<file path="config.mk">
export PLATFORM = sky130hd
export DESIGN_NAME = genome_streamer
export DESIGN_NICKNAME = d
export VERILOG_FILES = /design/src/rtl/neat_pkg.sv /design/src/rtl/streamer_addr_ctr.sv /design/src/rtl/genome_streamer.sv
export SDC_FILE = /design/constraint.sdc
export NUM_CORES = 1
export LEC_CHECK = 0
export ABC_AREA = 1
export CAP_MARGIN = 10
export CORE_UTILIZATION = 37
export DETAILED_ROUTE_END_ITERATION = 7
export MAX_ROUTING_LAYER = met4
export PLACE_DENSITY = 0.83
export REMOVE_ABC_BUFFERS = 1
export SLEW_MARGIN = 30
export SYNTH_ARGS = -nofsm -noshare
export SYNTH_HDL_FRONTEND = slang
export SYNTH_SLANG_ARGS = --single-unit
</file>
<file path="constraint.sdc">
create_clock -name clk -period 1.9 [get_ports clk]
set_input_delay 0.57 -clock clk [delete_from_list [all_inputs] [get_ports clk]]
set_output_delay 0.57 -clock clk [all_outputs]
set_load 0.03 [all_outputs]
</file>
<file path="src/rtl/neat_pkg.sv">
// Shared constants for the gene stream: lane phase codes, default widths and the
// streamer FSM encoding.
package neat_pkg;

  localparam int unsigned GENE_SZ_DEF = 64;
  localparam int unsigned ATTR_SZ_DEF = 8;
  localparam int unsigned ADDR_SZ_DEF = 8;

  localparam logic [1:0] ST_NODE = 2'b00;
  localparam logic [1:0] ST_IDLE = 2'b01;
  localparam logic [1:0] ST_CONN = 2'b10;
  localparam logic [1:0] ST_END  = 2'b11;

  typedef enum logic [1:0] {
    StIdle,
    StNode,
    StConn,
    StEnd
  } streamer_fsm_e;

  // Node and conn phases are the only codes that carry a real gene.
  function automatic logic is_gene_phase(input logic [1:0] ph);
    return ~ph[0];
  endfunction

endpackage

</file>
<file path="src/rtl/streamer_addr_ctr.sv">
// Genome memory read address plus remaining-read down-counter for the current phase.
module streamer_addr_ctr import neat_pkg::*; #(
  parameter int unsigned ADDR_SZ = ADDR_SZ_DEF,
  parameter int unsigned ATTR_SZ = ATTR_SZ_DEF
) (
  input  logic               clk,
  input  logic               rst,
  input  logic               addr_load,
  input  logic [ADDR_SZ-1:0] addr_val,
  input  logic               cnt_load,
  input  logic [ATTR_SZ-1:0] cnt_val,
  input  logic               step,
  output logic [ADDR_SZ-1:0] addr,
  output logic               last
);

  logic [ADDR_SZ-1:0] addr_q, addr_d;
  logic [ATTR_SZ-1:0] cnt_q, cnt_d;

  // A count load wins over a step so a phase change can reload while the address advances.
  always_comb begin
    addr_d = addr_q;
    cnt_d  = cnt_q;
    if (addr_load) begin
      addr_d = addr_val;
    end else if (step) begin
      addr_d = addr_q + ADDR_SZ'(1);
    end
    if (cnt_load) begin
      cnt_d = cnt_val;
    end else if (step) begin
      cnt_d = cnt_q - ATTR_SZ'(1);
    end
  end

  always_ff @(posedge clk or negedge rst) begin
    if (!rst) begin
      addr_q <= '0;
      cnt_q  <= '0;
    end else begin
      addr_q <= addr_d;
      cnt_q  <= cnt_d;
    end
  end

  assign addr = addr_q;
  assign last = (cnt_q == ATTR_SZ'(1));

endmodule

</file>
<file path="src/rtl/genome_streamer.sv">
// Streams one genome (node genes then conn genes) from a synchronous-read memory,
// one gene per cycle, with the lane phase code aligned to the read data.
module genome_streamer import neat_pkg::*; #(
  parameter int unsigned GENE_SZ = GENE_SZ_DEF,
  parameter int unsigned ATTR_SZ = ATTR_SZ_DEF,
  parameter int unsigned ADDR_SZ = ADDR_SZ_DEF
) (
  input  logic               clk,
  input  logic               rst,
  input  logic               start,
  input  logic [ADDR_SZ-1:0] base_addr,
  input  logic [ATTR_SZ-1:0] num_nodes,
  input  logic [ATTR_SZ-1:0] num_conns,
  input  logic               hold,
  output logic               mem_rd_en,
  output logic [ADDR_SZ-1:0] mem_addr,
  input  logic [GENE_SZ-1:0] mem_rd_data,
  output logic [GENE_SZ-1:0] gene_out,
  output logic [1:0]         state,
  output logic               busy
);

  streamer_fsm_e fsm_q, fsm_d;

  logic [ATTR_SZ-1:0] conns_q, conns_d;
  logic               rd_en_q, rd_en_d;
  logic [ADDR_SZ-1:0] rd_addr_q, rd_addr_d;
  logic [1:0]         tag_q, tag_d;
  logic [1:0]         phase_q, phase_d;

  logic               ctr_addr_load;
  logic [ADDR_SZ-1:0] ctr_addr_val;
  logic               ctr_cnt_load;
  logic [ATTR_SZ-1:0] ctr_cnt_val;
  logic               ctr_step;
  logic [ADDR_SZ-1:0] ctr_addr;
  logic               ctr_last;

  streamer_addr_ctr #(
    .ADDR_SZ(ADDR_SZ),
    .ATTR_SZ(ATTR_SZ)
  ) u_addr_ctr (
    .clk      (clk),
    .rst      (rst),
    .addr_load(ctr_addr_load),
    .addr_val (ctr_addr_val),
    .cnt_load (ctr_cnt_load),
    .cnt_val  (ctr_cnt_val),
    .step     (ctr_step),
    .addr     (ctr_addr),
    .last     (ctr_last)
  );

  // The start cycle issues the first read directly so it is on the bus the next cycle;
  // the counter then holds the address and count of the reads still to come.
  always_comb begin
    fsm_d         = fsm_q;
    conns_d       = conns_q;
    rd_en_d       = 1'b0;
    rd_addr_d     = rd_addr_q;
    tag_d         = tag_q;
    ctr_addr_load = 1'b0;
    ctr_addr_val  = base_addr + ADDR_SZ'(1);
    ctr_cnt_load  = 1'b0;
    ctr_cnt_val   = '0;
    ctr_step      = 1'b0;
    phase_d       = rd_en_q ? tag_q : ST_IDLE;

    unique case (fsm_q)
      StIdle: begin
        if (start) begin
          conns_d       = num_conns;
          ctr_addr_load = 1'b1;
          if (num_nodes != '0) begin
            rd_en_d      = 1'b1;
            rd_addr_d    = base_addr;
            tag_d        = ST_NODE;
            ctr_cnt_load = 1'b1;
            if (num_nodes == ATTR_SZ'(1)) begin
              ctr_cnt_val = num_conns;
              fsm_d       = (num_conns != '0) ? StConn : StEnd;
            end else begin
              ctr_cnt_val = num_nodes - ATTR_SZ'(1);
              fsm_d       = StNode;
            end
          end else if (num_conns != '0) begin
            rd_en_d      = 1'b1;
            rd_addr_d    = base_addr;
            tag_d        = ST_CONN;
            ctr_cnt_load = 1'b1;
            ctr_cnt_val  = num_conns - ATTR_SZ'(1);
            fsm_d        = (num_conns == ATTR_SZ'(1)) ? StEnd : StConn;
          end else begin
            fsm_d = StEnd;
          end
        end
      end
      StNode, StConn: begin
        if (!hold) begin
          rd_en_d   = 1'b1;
          rd_addr_d = ctr_addr;
          tag_d     = (fsm_q == StNode) ? ST_NODE : ST_CONN;
          ctr_step  = 1'b1;
          if (ctr_last) begin
            if (fsm_q == StNode && conns_q != '0) begin
              fsm_d        = StConn;
              ctr_cnt_load = 1'b1;
              ctr_cnt_val  = conns_q;
            end else begin
              fsm_d = StEnd;
            end
          end
        end
      end
      StEnd: begin
        // Let the final read's data drain, then show end-of-genome for one cycle.
        if (phase_q == ST_END) begin
          fsm_d = StIdle;
        end else if (!rd_en_q) begin
          phase_d = ST_END;
        end
      end
      default: fsm_d = StIdle;
    endcase
  end

  always_ff @(posedge clk or negedge rst) begin
    if (!rst) begin
      fsm_q     <= StIdle;
      conns_q   <= '0;
      rd_en_q   <= 1'b0;
      rd_addr_q <= '0;
      tag_q     <= ST_IDLE;
      phase_q   <= ST_IDLE;
    end else begin
      fsm_q     <= fsm_d;
      conns_q   <= conns_d;
      rd_en_q   <= rd_en_d;
      rd_addr_q <= rd_addr_d;
      tag_q     <= tag_d;
      phase_q   <= phase_d;
    end
  end

  assign mem_rd_en = rd_en_q;
  assign mem_addr  = rd_addr_q;
  assign state     = phase_q;
  assign busy      = (fsm_q != StIdle);
  assign gene_out  = is_gene_phase(phase_q) ? mem_rd_data : '0;

endmodule
</file>
Word level (Yosys, flattened, before mapping)
Cells that the tools add are included.
{"block": "totals", "ff_bits": 39, "latch_bits": 0, "ramBits": 0, "rom_bits": 0, "inputBits": 92, "out_inout_bits": 76, "word_cells": 89, "mem_count": 0}
{"block": "classes", "n_addsub": 5, "mul": 0, "n_div": 0, "n_lt_le_gt_ge": 0, "eq_ne": 12, "shifts": 0, "muxes": 51, "bitwise": 0, "reduce_logical": 13}
{"operator": "2-to-1 mux 8 bit", "count": 15}
{"operator": "2-to-1 mux 64 bit", "count": 1}
{"operator": "one-hot mux 8 bit (2 select lines)", "count": 2}
{"operator": "2-to-1 mux 2 bit", "count": 15}
{"operator": "equality test 8 x 1 -> 1 bit, second input constant", "count": 3}
{"operator": "nonzero test 8 bit", "count": 3}
{"operator": "subtractor 8 x 1 -> 8 bit, second input constant", "count": 3}
{"operator": "adder 8 x 1 -> 8 bit, second input constant", "count": 2}
{"operator": "2-to-1 mux 1 bit", "count": 14}
{"operator": "inequality test 2 bit, second input constant", "count": 4}
{"operator": "AND reduction 4 bit", "count": 2}
{"operator": "nonzero test 2 bit", "count": 4}
{"operator": "equality test 2 bit, second input constant", "count": 3}
{"operator": "one-hot mux 2 bit (3 select lines)", "count": 1}
{"operator": "one-hot mux 1 bit (2 select lines)", "count": 2}
{"operator": "one-hot mux 2 bit (2 select lines)", "count": 1}
{"operator": "inequality test 3 bit, second input constant", "count": 1}
{"operator": "equality test 2 x 1 -> 1 bit, second input constant", "count": 1}
{"operator": "zero test 2 bit", "count": 1}
{"operator": "AND reduction 2 bit", "count": 1}
{"operator": "OR reduction 2 bit", "count": 1}
{"operator": "logical AND 1 bit", "count": 1}

Depth between registers and ports, before layout
Gate-level depths: netlist of run 1.
{"block": "logic_depth", "word_depth": 7, "ltp_mapped": 13, "ltp_nobuf": 12}

Modules after synthesis
A second synthesis of run 1 with hierarchy kept.
{"block": "unflattened", "hier_cells": 566, "area_unflattened_um2": 3543.4}
{"mod": "genome_streamer", "instances": 1, "cells_per_inst": 439, "area_each_um2": 2561.2, "seq_area_each_um2": 578.1}
{"mod": "streamer_addr_ctr", "instances": 1, "cells_per_inst": 127, "area_each_um2": 982.2, "seq_area_each_um2": 400.4}

Least setup slack after synthesis of run 1
No wires, ideal clock.
{"block": "synth_path", "path_type": "reg-to-output", "from": "reg phase_q[0] (netlist: state[0])", "to": "out gene_out[10]", "arrival_ns": 1.391, "required_ns": 1.330, "slack_ns": -0.061, "path_stages_with_launch": 4, "n_path_buf": 2, "path_cell_list": "dfstp_2 > clkbuf_1 > clkbuf_1 > nor2_1"}
{"block": "synth_via", "elab_chain_cells": 1}
{"element": "from (decl)", "line_no": "genome_streamer.sv:29", "text": "logic [1:0] phase_q, phase_d;"}
{"element": "from (signal assigned)", "line_no": "genome_streamer.sv:141", "text": "phase_q <= phase_d;"}
{"element": "2-to-1 mux 64 bit", "line_no": "genome_streamer.sv:149", "text": "assign gene_out = is_gene_phase(phase_q) ? mem_rd_data : '0;"}
{"element": "to (decl)", "line_no": "genome_streamer.sv:18", "text": "output logic [GENE_SZ-1:0] gene_out,"}
No other way between the ends.

Worst setup path in the final report of run 1
{"block": "layout_path", "from": "in mem_rd_data[30]", "to": "out gene_out[30]"}
{"block": "layout_via", "elab_chain_cells": 1}
{"element": "from (decl)", "line_no": "genome_streamer.sv:17", "text": "input logic [GENE_SZ-1:0] mem_rd_data,"}
{"element": "2-to-1 mux 64 bit", "line_no": "genome_streamer.sv:149"}
No other way between the ends.

==> results of run 1 <==
==> through the flow <==
stage	util	hold slack, ns	instances
floorplan	-	0.274	543
global placement	0.620	0.432	880
detailed placement	0.620	0.445	880
CTS	0.659	0.458	898
global route	0.740	0.474	907
finish	0.740	0.458	908
==> worst max-delay path by stage <==
stage                                from                  to  slack [ns]  cells past startpoint
final                     mem_rd_data[30]        gene_out[30]       -0.08                      4
after global routing      mem_rd_data[56]        gene_out[56]       -0.11                      4
after CTS                        state[0]        gene_out[61]       -0.08                      3
after detailed placement            start  u_addr_ctr.addr[6]       -0.41                      9
after global placement              start  u_addr_ctr.addr[6]       -0.34                     11
after floorplan                  state[0]         gene_out[0]       -0.15                      1
==> cell usage after synthesis, types with 2 or more instances <==
cell type / n
nor2_1: 99
clkbuf_1: 9
xor2_1: 5
ha_1: 13
buf_4: 3
o21ai_1: 9
dfstp_2: 2
a21oi_1: 8
a21oi_2: 2
nand3_1: 41
xnor2_1: 5
dfrtp_1: 37
inv_1: 112
nand2_1: 148
a31oi_1: 2
nor2_2: 3
nand2_2: 5
nor2_4: 2
nand4_1: 5
o21ai_0: 36
==> power by group <==
group | switching, mW | internal (mW)
sequential | 0.278 | 1.22
clock | 0.292 | 0.525
combinational | 3.30 | 2.41
==> final cells by class <==
| type | count | area (sq um) | area share |
|---|---|---|---|
| clock inverters | 2 | 60.1 | 0.00930 |
| clock buffers | 6 | 72.6 | 0.0112 |
| flip-flops and latches | 39 | 978 | 0.152 |
| multi-input cells | 390 | 2220 | 0.344 |
| repair inverters | 1 | 7.51 | 0.00116 |
| well taps | 108 | 135 | 0.0209 |
| diodes | 1 | 2.50 | 0.000388 |
| inverters | 114 | 432 | 0.0669 |
| repair buffers | 247 | 2550 | 0.395 |
==> worst max-delay path, cell delays in order <==
cell and delay (ns):
clkdlybuf4s50_1 0.47, inv_1 0.07, nor2_2 0.13, buf_6 0.16
==> sequential cells by signal, summed over array words and instances (netlist names) <==
register and cells:
conns_q 8, fsm_q 2, mem_addr 8, mem_rd_en 1
state 2, tag_q 2, u_addr_ctr.addr 8, u_addr_ctr.cnt_q 8
==> cells in the final DEF, fill, tap and decap left out, types with 7 or more instances in the layout <==
| master | n |
|---|---|
| a21oi_1 | 7 |
| buf_4 | 77 |
| buf_6 | 56 |
| clkdlybuf4s50_1 | 68 |
| dfrtp_1 | 37 |
| dlygate4sd2_1 | 13 |
| dlymetal6s2s_1 | 20 |
| ha_1 | 11 |
| inv_1 | 103 |
| inv_2 | 10 |
| nand2_1 | 140 |
| nand2_2 | 11 |
| nand3_1 | 39 |
| nor2_1 | 38 |
| nor2_2 | 42 |
| nor2_4 | 24 |
| o21ai_0 | 33 |
| o21ai_1 | 9 |
==> timing repair <==
action / CTS / global route
buffers inserted: 6 / 4
pin swaps: 5 / 35
hold buffers: 0 / 0
cloned: 4 / 5
resized for setup: 46 / 170
setup endpoints to repair: 86 / 90
==> metal layers <==
layer	wire length (um)	vias up	part of all wire	global-route usage
li1	-	2170	-	-
met1	5270	2152	0.36	0.282
met2	7980	251	0.54	0.515
met3	891	57	0.061	0.0564
met4	529	0	0.036	0.0850
met5	0	-	0	-
==> cells by family (layout without fill, tap and decap cells) <==
logic type                 Yosys count  count (layout)
AOI/OAI and AO/OA                   61              61
xor gates and xnor gates            10              10
adders and majority gates           13              13
buffers and inverters              127             370
DFF                                 39              39
other                                0               1
and+or+nand+nor                    306             306
==> metrics, run 1 <==
ys async rst share=1.00; clk buf depth=2; EDFF count, synth=0; # nets final=903; status=finished, violations left; Worst EP arrival=1.41 ns; worst relative slew slack=0.782; Starting Density=0.381; Avg Cell Area, Syn=5.98 sq um; register bit total from synthesis=39; number of global-route vias before repair=4259; period utilization=1.04; synth top area cells=dfrtp_1 (28%), nand2_1 (17%), inv_1 (13%), nor2_1 (11%), nand3_1 (6.2%); worst path required time=1.33 ns; core area=8720 sq um; RSZ-0062 raised after global routing=yes; Area Growth Syn to Fin=94.1%; Most used DFF post-synth=dfrtp_1; grt total ovfl=0; hold_sp=tag_q[0]; die span in y=96.8 um; initial detailed-routing violation count=258; Die X=96.8 um; Post-Synth Adder-Cell Area=0.0489; R2R Path End=u_addr_ctr.cnt_q[2]; mux share of post-synthesis cell area=0; GRT Util Overall=0.273; fraction of layout cells with a size suffix above 1=0.327; worst skew pair latency=0.30 ns; post-route ant nets=0; Setup TNS=-2.37 ns; num rows=34; count of cell types in the netlist=30; die area=9370 sq um; H-Tree Depth=2; Startpoint Class=input pin; fin. max-slew vios=0; Num CTS Buffers=5; clock sinks=39; dominant cell type by area after synthesis=dfrtp_1; failing checks=negative setup slack; WL final=14700 um; PortBufs=167; leakage power=3.49 nW; placed cell area=5400 sq um; R2R depth=9; Setup WS post-layout=-0.0774 ns; design area=6460 sq um; Synth Cell Area=3330 sq um; post-route minimum period=1.98 ns; Worst-Margin Slew=0.327 ns; drt drc=0; via count=4630; WHS Path Cells=2; largest net degree at the start of global routing=28; main combinational cell family by area after synthesis=simple AND/OR/NAND/NOR gates; clk_skew=0.00966 ns; Worst Hold Path EP=tag_q[0]; Yosys warning total=0; global-route wire length before repair=20400 um; worst r2r src=fsm_q[1]; max-cap violations=0; Clock transition at path regs=0.08 ns; final number of setup-violating endpoints=61; share of the synthesized area in the top cell type=0.278; Compound-Gate Fraction of Synth Area=0.100; wire per inst=16.2 um; Post-Synth Simple-Gate Area=0.381; Power Density=1240 nW/um^2; total power=8.02 mW; pre-CTS setup slack=-0.415 ns; Crit Path Max Fanout=1; maximum clock frequency=506 MHz; Worst VDD drop=0.000886 V; Post-Synth XOR/XNOR Area=0.0263; Setup CP Type=in2out; post-synthesis sequential area ratio=0.294; reg-to-reg slack, setup=0.12 ns; clock root cell=clkbuf_8; initial antenna violation count=0; endpoint type of the worst setup path=output pin; Placer Congestion=1.03; # IOs=168; number of fillers in the final layout=578; CTS tree=built; Cells after Synth=556; Hold Crit Class=reg2reg; DPL Wire Length=9550 um; Hold Vio Cnt, Final=0; vias per cell=5.10; drt pass-1 iters=6
Power figures use the tool's default switching activity.
==> inputs of run 2 (changes only) <==
--- a/config.mk
+++ b/config.mk
@@ -9,6 +9,7 @@
 export CAP_MARGIN = 10
 export CORE_UTILIZATION = 37
 export DETAILED_ROUTE_END_ITERATION = 7
+export HOLD_SLACK_MARGIN = 0.06
 export MAX_ROUTING_LAYER = met4
 export PLACE_DENSITY = 0.83
 export REMOVE_ABC_BUFFERS = 1
==> results of run 2 <==
No change in the layout: final DEF, timing and power equal those of run 1.
==> inputs of run 3 (changes only) <==
--- a/config.mk
+++ b/config.mk
@@ -7,7 +7,7 @@
 export LEC_CHECK = 0
 export ABC_AREA = 1
 export CAP_MARGIN = 10
-export CORE_UTILIZATION = 37
+export CORE_UTILIZATION = 38
 export DETAILED_ROUTE_END_ITERATION = 7
 export HOLD_SLACK_MARGIN = 0.06
 export MAX_ROUTING_LAYER = met4
@@ -16,4 +16,5 @@
 export SLEW_MARGIN = 30
 export SYNTH_ARGS = -nofsm -noshare
 export SYNTH_HDL_FRONTEND = slang
+export SYNTH_HIERARCHICAL = 1
 export SYNTH_SLANG_ARGS = --single-unit
==> run 3 against run 2 <==
  * Die area is 3.7% higher
  * Cell count up 2.3%
  * Non-clock buffer count is 11 higher
  * The flow still finishes with violations (negative setup slack)
  * Total power decreased by 8.7%
  * First-iteration DRC count decreased by 23%
  * Largest cell class unchanged
  * Via count decreased by 0.80%
  * Register-to-register slack worse by 0.10 ns
  * Global-route usage rose by 0.095 points
  * Clock-buffer cell count stayed put
  * Fmax up 1.5%
==> metrics, run 3 <==
Starting Density=0.399; Power Density=1170 nW/um^2; hold_buf cts=0; worst relative slew slack=0.666; vias per cell=4.94; internal power=3.64 mW; die span in y=98.6 um; Setup WS post-layout=-0.0476 ns; post-route ant nets=0; switching share of power=0.502; placed cell area=5770 sq um; clk_skew=0.0117 ns; period utilization=1.03; core area=8890 sq um; Worst VDD drop=0.000756 V; Area Growth Syn to Fin=76.1%; EDFF count, synth=0; Worst-Margin Slew=0.501 ns; most frequent cells in the layout=buf_4 (141), nand2_1 (113), inv_1 (103), nor2_1 (75), clkdlybuf4s50_1 (70); Avg Cell Area, Syn=6.26 sq um; register bit total from synthesis=39; Psw=3.67 mW; DPL Wire Length=10600 um; endpoint type of the worst setup path=output pin; Hold Vio Cnt, Final=0; via count=4593; Yosys warning total=6; Num CTS Buffers=5; fraction of layout cells with a size suffix above 1=0.327; # nets final=921; wire per inst=14.3 um; die area=9720 sq um; global-route wire length before repair=20600 um; number of fillers in the final layout=689; PortBufs=167; final number of setup-violating endpoints=39; Setup CP Type=in2out; # IOs=168; largest net degree at the start of global routing=34; placed cells=902; post-layout instance count excluding filler cells=929; worst skew pair latency=0.29 ns; WL final=13300 um; Placer Congestion=0.939; clk buf depth=2; CTS tree=built; Most used DFF post-synth=dfrtp_1; Final Util=0.702; synth top area cells=dfrtp_1 (26%), inv_1 (12%), nand2_1 (12%), nor2_1 (9.6%), nand3_1 (5.1%); Crit Path Max Fanout=1; clock root cell=clkbuf_8; H-Tree Depth=2; maximum clock frequency=513 MHz; drt pass-1 iters=4; failing checks=negative setup slack; Startpoint Class=input pin; fin. max-slew vios=0; Die X=98.6 um; Hold Crit Class=in2async; Synth Cell Area=3540 sq um; GRT Util Overall=0.274; post-route minimum period=1.95 ns; Comb pwr share=0.714; num rows=34; Clock transition at path regs=0.08 ns; share of the synthesized area in the top cell type=0.261; post-synthesis sequential area ratio=0.276; synth cell count leaders=inv_1 (117), nand2_1 (117), nor2_1 (91), dfrtp_1 (37), nand3_1 (36); design area=6240 sq um; initial antenna violation count=4; worst path required time=1.33 ns; RSZ-0062 raised after global routing=yes; clock sinks=39; dominant cell type by area after synthesis=dfrtp_1; count of cell types in the netlist=37; status=finished, violations left; drt drc=0; Worst EP arrival=1.38 ns; initial detailed-routing violation count=198; commonest non-fill, non-tap cell in the layout=buf_4; Clk network pwr share=0.076; max-cap violations=0; Cells after Synth=566; ys async rst share=1.00; leakage power=3.37 nW; Reg power frac=0.210; grt total ovfl=0; number of global-route vias before repair=4472
==> run 3: cell types whose count changed after synthesis, sizes merged, moves of 4 or more <==
cell,change
a21oi,+14
a22oi,+9
buf,+5
inv,+10
nand2,-26
nand3,-4
nand4,+4
o21ai,-7
xor2,+6
==> run 3: kinds of logic (layout without fill, tap and decap cells) <==
logic type | after synthesis | after routing | share of synthesized area
simple gates | 282 | 283 | 0.351
buf+inv | 139 | 389 | 0.155
compound gates | 80 | 80 | 0.139
flops | 39 | 39 | 0.276
fa+ha+maj | 13 | 13 | 0.0459
xor+xnor | 13 | 13 | 0.0321
other cells | 0 | 4 | 0
==> run 3: power groups by stage <==
stage / Clock [mW] / Sequential (mW) / Combinational [mW]
2_1_floorplan: 0 / 1.77 / 2.59
3_3_place_gp: 0 / 1.51 / 4.76
3_5_place_dp: 0 / 1.52 / 4.89
4_1_cts: 0.567 / 1.52 / 5.04
5_1_grt: 0.609 / 1.59 / 5.68
6_report: 0.558 / 1.54 / 5.22
==> run 3: layout make-up <==
| cell class | count | area [sq um] | area share |
|---|---|---|---|
| Timing Repair Buffer | 258 | 2310 | 0.370 |
| Clock buffer | 6 | 72.6 | 0.0116 |
| Clock inverter | 2 | 12.5 | 0.00201 |
| Multi-Input combinational cell | 389 | 2260 | 0.362 |
| Antenna cell | 4 | 10.0 | 0.00160 |
| Sequential cell | 39 | 978 | 0.157 |
| Tap cell | 108 | 135 | 0.0217 |
| Inverter | 123 | 464 | 0.0744 |
==> run 3: repair_timing <==
action	4_1_cts	5_1_grt
endpoints found under the setup margin	91	78
setup buffers	6	7
pin swaps	19	33
resized for setup	64	54
cloned	2	0
==> run 3: final timing paths <==
path                                          start             endpoint  slack (ns)  cells past startpoint
worst min register to register            mem_rd_en             state[0]        0.46                      1
worst min-delay path                            rst          mem_addr[4]        0.20                      1
max in group asynchronous                       rst   u_addr_ctr/addr[6]        1.22                      2
min in group clk                          mem_rd_en             state[0]        0.46                      1
worst max register to register  u_addr_ctr/cnt_q[0]  u_addr_ctr/cnt_q[4]        0.02                     11
worst max-delay path                mem_rd_data[49]         gene_out[49]       -0.05                      4
==> run 3: layer usage <==
metal	share of wire	global-route usage	wire length, um
met5	0	-	0
met4	0.042	0.130	565
met3	0.068	0.0440	911
met2	0.53	0.504	7090
met1	0.36	0.285	4760
==> run 3: stage by stage <==
stage	setup slack (ns)	power, mW	hold slack (ns)	setup TNS (ns)
after floorplan	-0.843	4.36	0.274	-15.88
after global placement	-0.511	6.27	0.435	-8.35
after detailed placement	-0.622	6.41	0.456	-10.41
after CTS	-0.0472	7.13	0.206	-1.43
after global routing	-0.0953	7.87	0.214	-4.43
final	-0.0476	7.32	0.198	-0.507
==> run 3: worst max-delay path: stages <==
cell	delay, ns
clkdlybuf4s50_1	0.46
inv_1	0.04
nor2_1	0.12
buf_4	0.18
